$ cat src/rtl/sha256_scan_ctrl.sv
// Nonce-scan sequencer for one sha256_transform: issues a nonce every LOOP cycles and tags each returning hash.
// golden_valid lands HASH_LATENCY+1 cycles after issue; no backpressure, results are consumed the cycle they arrive.
module sha256_scan_ctrl #(
   parameter int LOOP         = 1,
   parameter int HASH_LATENCY = 65
) (
   input  logic         clk,
   input  logic         reset,
   input  logic         start,
   input  logic         abort,
   input  logic [255:0] midstate,
   input  logic [95:0]  data_tail,
   input  logic [31:0]  nonce_start,
   input  logic [31:0]  nonce_end,
   input  logic [31:0]  target,
   input  logic [255:0] tx_hash,
   output logic         feedback,
   output logic [5:0]   cnt,
   output logic [255:0] rx_state,
   output logic [511:0] rx_input,
   output logic         busy,
   output logic         done,
   output logic         golden_valid,
   output logic [31:0]  golden_nonce
);

   typedef enum logic [1:0] {
      IDLE  = 2'd0,
      RUN   = 2'd1,
      DRAIN = 2'd2,
      DONE  = 2'd3
   } state_t;

   localparam logic [5:0] CNT_LAST = 6'(LOOP - 1);

   state_t state;
   state_t state_nxt;

   logic [HASH_LATENCY-1:0] pipe;
   logic [HASH_LATENCY-1:0] pipe_nxt;
   logic [HASH_LATENCY:0]   pipe_shift;
   logic [31:0]             check_nonce;
   logic [31:0]             check_nonce_nxt;
   logic [31:0]             end_q;
   logic [31:0]             target_q;
   logic [31:0]             issue_nonce;

   logic         active;
   logic         issue;
   logic         check;
   logic         start_ok;
   logic         golden_hit;
   logic         advance;
   logic         hash_low_unused;

   logic         feedback_nxt;
   logic [5:0]   cnt_nxt;
   logic [255:0] rx_state_nxt;
   logic [511:0] rx_input_nxt;
   logic         busy_nxt;
   logic         done_nxt;
   logic [31:0]  golden_nonce_nxt;

   // The nonce being offered to the transform lives directly in word 3 of the message block.
   assign issue_nonce     = rx_input[127:96];
   assign active          = (state == RUN) || (state == DRAIN);
   assign issue           = (state == RUN) && (cnt == 6'd0);
   assign check           = active && pipe[HASH_LATENCY-1];
   assign start_ok        = (state == IDLE) && start && !abort;
   assign golden_hit      = check && !abort && (tx_hash[255:224] <= target_q);
   assign advance         = issue && (state_nxt == RUN);
   assign pipe_shift      = {pipe, issue};
   assign hash_low_unused = ^tx_hash[223:0];

   always_ff @(posedge clk or posedge reset) begin
      if (reset) begin
         state <= IDLE;
      end else begin
         state <= state_nxt;
      end
   end

   always_comb begin
      state_nxt = state;
      if (abort) begin
         state_nxt = IDLE;
      end else begin
         case (state)
            IDLE:    if (start) state_nxt = RUN;
            RUN:     if (issue && (issue_nonce == end_q)) state_nxt = DRAIN;
            DRAIN:   if (pipe == '0) state_nxt = DONE;
            DONE:    state_nxt = IDLE;
            default: state_nxt = IDLE;
         endcase
      end
   end

   always_comb begin
      cnt_nxt = 6'd0;
      if (active && ((state_nxt == RUN) || (state_nxt == DRAIN))) begin
         cnt_nxt = (cnt == CNT_LAST) ? 6'd0 : cnt + 6'd1;
      end
      feedback_nxt = (cnt_nxt != 6'd0);
      busy_nxt     = (state_nxt == RUN) || (state_nxt == DRAIN);
      done_nxt     = (state_nxt == DONE);

      // Abort flushes the in-flight tags so late hashes can never raise golden_valid.
      pipe_nxt = '0;
      if (active && !abort) begin
         pipe_nxt = pipe_shift[HASH_LATENCY-1:0];
      end

      rx_state_nxt = rx_state;
      rx_input_nxt = rx_input;
      if (start_ok) begin
         rx_state_nxt = midstate;
         rx_input_nxt = {32'd640, 320'd0, 32'h8000_0000, nonce_start, data_tail};
      end else if (advance) begin
         rx_input_nxt[127:96] = issue_nonce + 32'd1;
      end

      check_nonce_nxt = check_nonce;
      if (start_ok) begin
         check_nonce_nxt = nonce_start;
      end else if (check && !abort) begin
         check_nonce_nxt = check_nonce + 32'd1;
      end

      golden_nonce_nxt = golden_hit ? check_nonce : golden_nonce;
   end

   always_ff @(posedge clk or posedge reset) begin
      if (reset) begin
         feedback     <= 1'b0;
         cnt          <= 6'd0;
         rx_state     <= '0;
         rx_input     <= '0;
         busy         <= 1'b0;
         done         <= 1'b0;
         golden_valid <= 1'b0;
         golden_nonce <= 32'd0;
         pipe         <= '0;
         check_nonce  <= 32'd0;
         end_q        <= 32'd0;
         target_q     <= 32'd0;
      end else begin
         feedback     <= feedback_nxt;
         cnt          <= cnt_nxt;
         rx_state     <= rx_state_nxt;
         rx_input     <= rx_input_nxt;
         busy         <= busy_nxt;
         done         <= done_nxt;
         golden_valid <= golden_hit;
         golden_nonce <= golden_nonce_nxt;
         pipe         <= pipe_nxt;
         check_nonce  <= check_nonce_nxt;
         if (start_ok) begin
            end_q    <= nonce_end;
            target_q <= target;
         end
      end
   end

endmodule

$ cat config.mk
export PLATFORM = sky130hd
export DESIGN_NAME = sha256_scan_ctrl
export DESIGN_NICKNAME = d
export VERILOG_FILES = /design/src/rtl/sha256_scan_ctrl.sv
export SDC_FILE = /design/constraint.sdc
export NUM_CORES = 2
export LEC_CHECK = 0
export BUFFER_PORTS_ARGS = -buffer_cell sky130_fd_sc_hd__buf_2
export CELL_PAD_IN_SITES_DETAIL_PLACEMENT = 2
export CELL_PAD_IN_SITES_GLOBAL_PLACEMENT = 2
export CORE_AREA = 3 3 588 590
export DETAILED_ROUTE_END_ITERATION = 8
export DIE_AREA = 0 0 591 593
export PLACE_DENSITY_LB_ADDON = 0.1
export SLEW_MARGIN = 20
export SYNTH_ARGS = -nofsm -noshare
export SYNTH_HDL_FRONTEND = slang
export SYNTH_SLANG_ARGS = --single-unit
$ cat constraint.sdc
create_clock -name clk -period 28.6 [get_ports clk]
set_clock_uncertainty 0.05 [all_clocks]
set_input_delay 4.29 -clock clk [delete_from_list [all_inputs] [get_ports clk]]
set_output_delay 4.29 -clock clk [all_outputs]
set_load 0.01 [all_outputs]
# Word-level counts from Yosys, hierarchy flattened
# Cells that the tools add are included.
dict set report word_totals {
  output_inout_bits 810
  inputBits 708
  word_cells 56
  reg_bits 590
}
dict set report op_classes {
  reduce_logical 19
  add_sub_neg 3
  muxes 12
  eq_ne 7
  magnitude_cmp 1
}
# operator count
set op_table {}
lappend op_table {{$mux 32} 4}
lappend op_table {{$logic_not 65->1} 1}
lappend op_table {{$mux 65} 1}
lappend op_table {{$add 32x1->32 const B} 2}
lappend op_table {{$eq 32x32->1} 1}
lappend op_table {{$le 32x32->1} 1}
lappend op_table {{$mux 6} 2}
lappend op_table {{$logic_and 1x1->1} 10}
lappend op_table {{$eq 2x2->1 const B} 4}
lappend op_table {{$mux 2} 4}
lappend op_table {{$pmux 2 s4} 1}
lappend op_table {{$add 6x1->6 const B} 1}
lappend op_table {{$logic_not 6->1} 1}
lappend op_table {{$reduce_bool 6->1} 1}
lappend op_table {{$eq 2x1->1 const B} 2}
lappend op_table {{$reduce_bool 2->1} 2}
lappend op_table {{$logic_not 2->1} 1}
lappend op_table {{$logic_or 1x1->1} 2}
lappend op_table {{$logic_not 1->1} 1}

# Longest topological paths before layout
dict set report depth {
  ltp_word 11
  mapped_depth 16
  mapped_depth_nobuf 15
}

# Worst setup path after synthesis
# OpenSTA, ideal clock, no wires.
dict set report synth_path {
  kind {input -> register}
  startpoint {input port tx_hash[254]}
  endpoint {register golden_nonce[0]}
  path_stages 9
  setup_time_ns 0.138
  path_slack_ns 22.331
  required_time_ns 28.412
  arrival_time_ns 6.081
  n_path_buf 3
  cell_sequence {ha_1 > nand4_1 > or4_1 > nand2b_1 > clkbuf_1 > clkbuf_1 > clkbuf_1 > nand2_1 > o211ai_1}
}
dict set report synth_via {
  elab_chain_len 2
}
# element line_no
set synth_lines {}
lappend synth_lines {{from (decl)} 16} ;# input logic [255:0] tx_hash,
lappend synth_lines {{$le 32x32->1} 70} ;# assign golden_hit = check && !abort && (tx_hash[255:224] <= target_q);
lappend synth_lines {{$logic_and 1x1->1} 70}
lappend synth_lines {{to (signal assigned)} 154} ;# golden_nonce <= golden_nonce_nxt;
lappend synth_lines {{to (decl)} 24} ;# output logic [31:0] golden_nonce
# Every way passes these cells.
# A chain may end at the register's enable or synchronous reset.

# Worst setup path after layout
dict set report layout_path {
  startpoint {input port abort}
  endpoint {register check_nonce[25]}
}
dict set report layout_via {
  elab_chain_len 3
  elab_cells_between_ends 5
}
# element line_no
set layout_lines {}
lappend layout_lines {{from (decl)} 10} ;# input logic abort,
lappend layout_lines {{$logic_not 1->1 *} {69, 125}}
lappend layout_lines {{$logic_and 1x1->1, on equally long branches} {69, 125}}
lappend layout_lines {{$mux 32 / $reduce_bool 2->1 (equally long branches)} n/a}
lappend layout_lines {{to (signal assigned)} 156} ;# check_nonce <= check_nonce_nxt;
lappend layout_lines {{to (decl)} 42} ;# logic [31:0] check_nonce;
# Mark *: on every way between the ends. The rest lies on a longest branch, timed or not.

==> results.toml <==
[run_status]
status = "finished clean"

[floorplan]
initial_utilization_pct = 8.12
num_io_pins = 1518
rows = 214
die_h_um = 593
design.core.area_um2 = 340000
die-area_um2 = 350000
die_w_um = 591

[clock_tree]
clk_latency_ns = 0.79
root_buffer = "clkbuf_16"
cts_hold_buf = 0
cts_sinks = 590
ctsResizeCount = 0
cts_made_buffers = 102
postCtsSetupRepairBufs = 0
path_clk_slew_ns = 0.05
cts_tree = "built"
htree_levels = 3
clk_path_buf_depth = 4

[setup_path]
max_stage_delay_ns = 0.82
arrival_ns = 7.84
cp_max_fo = 125
start_kind = "input port"
endpoint_kind = "register"
crit_chain = "buf_2 > nand3b_1 > buf_4 > buf_12 > buf_12 > buf_4 > nor2_1 > a21oi_1"
critical_path_class = "in -> reg"
crit_required_ns = 29.21
critPathSlowestCell = "buf_4"

[drt]
vias = 20900
drt-initial-drc-count = 608
via_per_inst = 2.64
drt-total-wl_um = 178000
drc = 0
dr.pass1.iters = 4
detail_route.wl_per_cell_um = 22.6
ant_nets = 0

[placed_design]
portBuffers = 912
hpwlAfterDp_um = 142000
place_congestion = 0.687

[cells_and_area]
drive_gt1_share_pct = 45.9
synthToLayoutAreaGrowth_pct = 43.5
layout.nets = 3979

[synthesis]
synthDistinctLibCells = 46
synthCells = 2298
synthFlopType = "dfrtp_1"
synth_edf_count = 0
avgSynthCellArea_um2 = 12.0
ys_seq_area_share_pct = 53.4
ys_async_sr_fraction_pct = 100
synth_area_um2 = 27600
ys_ff_latch = 590
yosys_warnings = 0

[global_routing]
first_global_vias = 22500
grt_overflow = 0
track_usage_pct = 9.83
grt_max_degree = 135
grt_pass1_wl_um = 230000
antenna_found_initial = 198

[sta]
hold_violations = 0
finalMaxSlewViolations = 0
finalSetupViolations = 0
slew_headroom_pct = 27.5
finalSetupTns_ns = 0
worst_slew_pin_slew_ns = 1.08
rsz0062_at_grt = "false"
max_freq_ghz = 0.138
final.period_utilization_pct = 25.3
post-route-min-period_ns = 7.23

[run]
cap_viol_max_count = 0

[power_and_ir_drop]
leakage_nw = 17.2
ir_drop_mv = 0.0404
power_mw = 3.17
power_density_nw_per_um2 = 79.9

[worst_hold_path]
hp-class = "reg -> reg"
[synthesized netlist by cell type (all sizes together), types with 2 or more instances]
| master | count | share of area (%) |
|---|---|---|
| dfrtp | 590 | 53 |
| mux2 | 416 | 17 |
| buf | 387 | 10 |
| nand2 | 129 | 1.8 |
| clkbuf | 102 | 1.4 |
| a21oi | 81 | 1.5 |
| and2 | 65 | 1.5 |
| nand4 | 64 | 1.5 |
| nor2 | 54 | 0.73 |
| xnor2 | 50 | 1.6 |
| inv | 48 | 0.65 |
| xor2 | 47 | 1.5 |
| ha | 41 | 1.9 |
| o21ai | 36 | 0.65 |
| o211ai | 34 | 0.92 |
| a31oi | 33 | 0.75 |
| nor4 | 26 | 0.69 |
| nand3 | 24 | 0.45 |
| nor3 | 18 | 0.38 |
| and3 | 15 | 0.34 |
| and4 | 6 | 0.19 |
| nor2b | 5 | 0.11 |
| nand2b | 4 | 0.091 |
| or3 | 4 | 0.091 |
| or4 | 3 | 0.081 |
| a221oi | 2 | 0.063 |
| nor3b | 2 | 0.091 |
| o31ai | 2 | 0.054 |
[worst paths after layout]
check,from,cells after the start,slack [ns],endpoint
max,abort,8,21.37,check_nonce[25]
min,pipe[33],1,0.43,pipe[34]
max reg2reg,rx_input[100],12,23.97,rx_input[123]
min reg2reg,pipe[33],1,0.43,pipe[34]
max in group asynchronous,reset,5,22.19,rx_state[2]
min in group asynchronous,reset,2,3.55,rx_state[106]
[registers in the layout (all words and copies together), names as in the netlist, 2 cells and up]
| register | count |
|---|---|
| rx_state | 256 |
| pipe | 65 |
| rx_input | 129 |
| golden_nonce | 32 |
| target_q | 32 |
| cnt | 6 |
| state | 2 |
| end_q | 32 |
| check_nonce | 32 |
[worst max-delay path, delay by kind of cell]
kind / cells / cell delay (ns)
buffers and inverters: 5 / 2.58
AND/OR/NAND/NOR: 2 / 0.51
AO/OA/AOI/OAI: 1 / 0.21
[per-stage QoR]
step | setup WS [ns] | util (%) | instances | cell area [um2] | hold WS (ns)
final | 21.37 | 11.7 | 7902 | 39700 | 0.429
after global placement | 20.19 | 10.7 | 7662 | 36300 | 0.418
after detailed placement | 20.18 | 10.7 | 7662 | 36300 | 0.422
after global routing | 20.96 | 11.6 | 7841 | 39500 | 0.448
after floorplan | 7.75 | - | 2678 | 29100 | 0.394
after CTS | 21.03 | 11.6 | 7837 | 39500 | 0.428
[layer usage]
layer  up-vias  routed length [um]  GRT usage, %
li1       9093                   -             -
met4       128                4570          2.30
met2       934               85900          16.5
met5         -                 859             0
met1     10400               67700          10.9
met3       344               19400          5.06
[layout by cell type, fill, tap and decap left out, types with 21 or more instances in the layout]
| cell | netlist | layout |
|---|---|---|
| nand3_1 | 23 | 23 |
| buf_4 | 383 | 21 |
| clkbuf_1 | 101 | 32 |
| a31oi_1 | 33 | 33 |
| xor2_1 | 47 | 47 |
| nand2_1 | 129 | 129 |
| ha_1 | 41 | 41 |
| o211ai_1 | 34 | 34 |
| mux2_2 | 416 | 416 |
| nand4_1 | 63 | 63 |
| buf_2 | 0 | 912 |
| a21oi_1 | 81 | 81 |
| diode_2 | 0 | 65 |
| clkbuf_8 | 0 | 23 |
| nor2_1 | 54 | 54 |
| nor4_1 | 23 | 22 |
| o21ai_0 | 36 | 36 |
| and2_1 | 65 | 65 |
| dfrtp_1 | 590 | 590 |
| clkbuf_16 | 0 | 103 |
| conb_1 | 1 | 381 |
| xnor2_1 | 50 | 50 |
| inv_1 | 48 | 47 |
[layout make-up]
cell class                      count  area [um2]
Timing Repair Buffer              937        4800
Sequential cell                   590       14800
Clock inverter                     17         206
Inverter                           48         188
Fill cell                       39400      301000
Tap cell                         4536        5680
Antenna cell                       65         163
Multi-Input combinational cell   1551       10900
Clock buffer                      158        3010
[power by group]
part | total [mW] | switching (mW) | internal [mW]
sequential | 1.15 | 0.140 | 1.01
combinational | 0.768 | 0.470 | 0.299
clock | 1.25 | 0.501 | 0.752
[logic make-up after synthesis]
logic type,count (synthesis),share of synthesized area (%)
flip-flops,590,53.4
buffers and inverters,537,12.5
AND/OR/NAND/NOR,423,8.11
multiplexers,417,17.0
AO/OA/AOI/OAI,192,4.03
XOR/XNOR,97,3.07
adder cells (fa/ha/maj),41,1.86
other,1,0.0136
No activity file was read; power rests on OpenSTA's default activity.
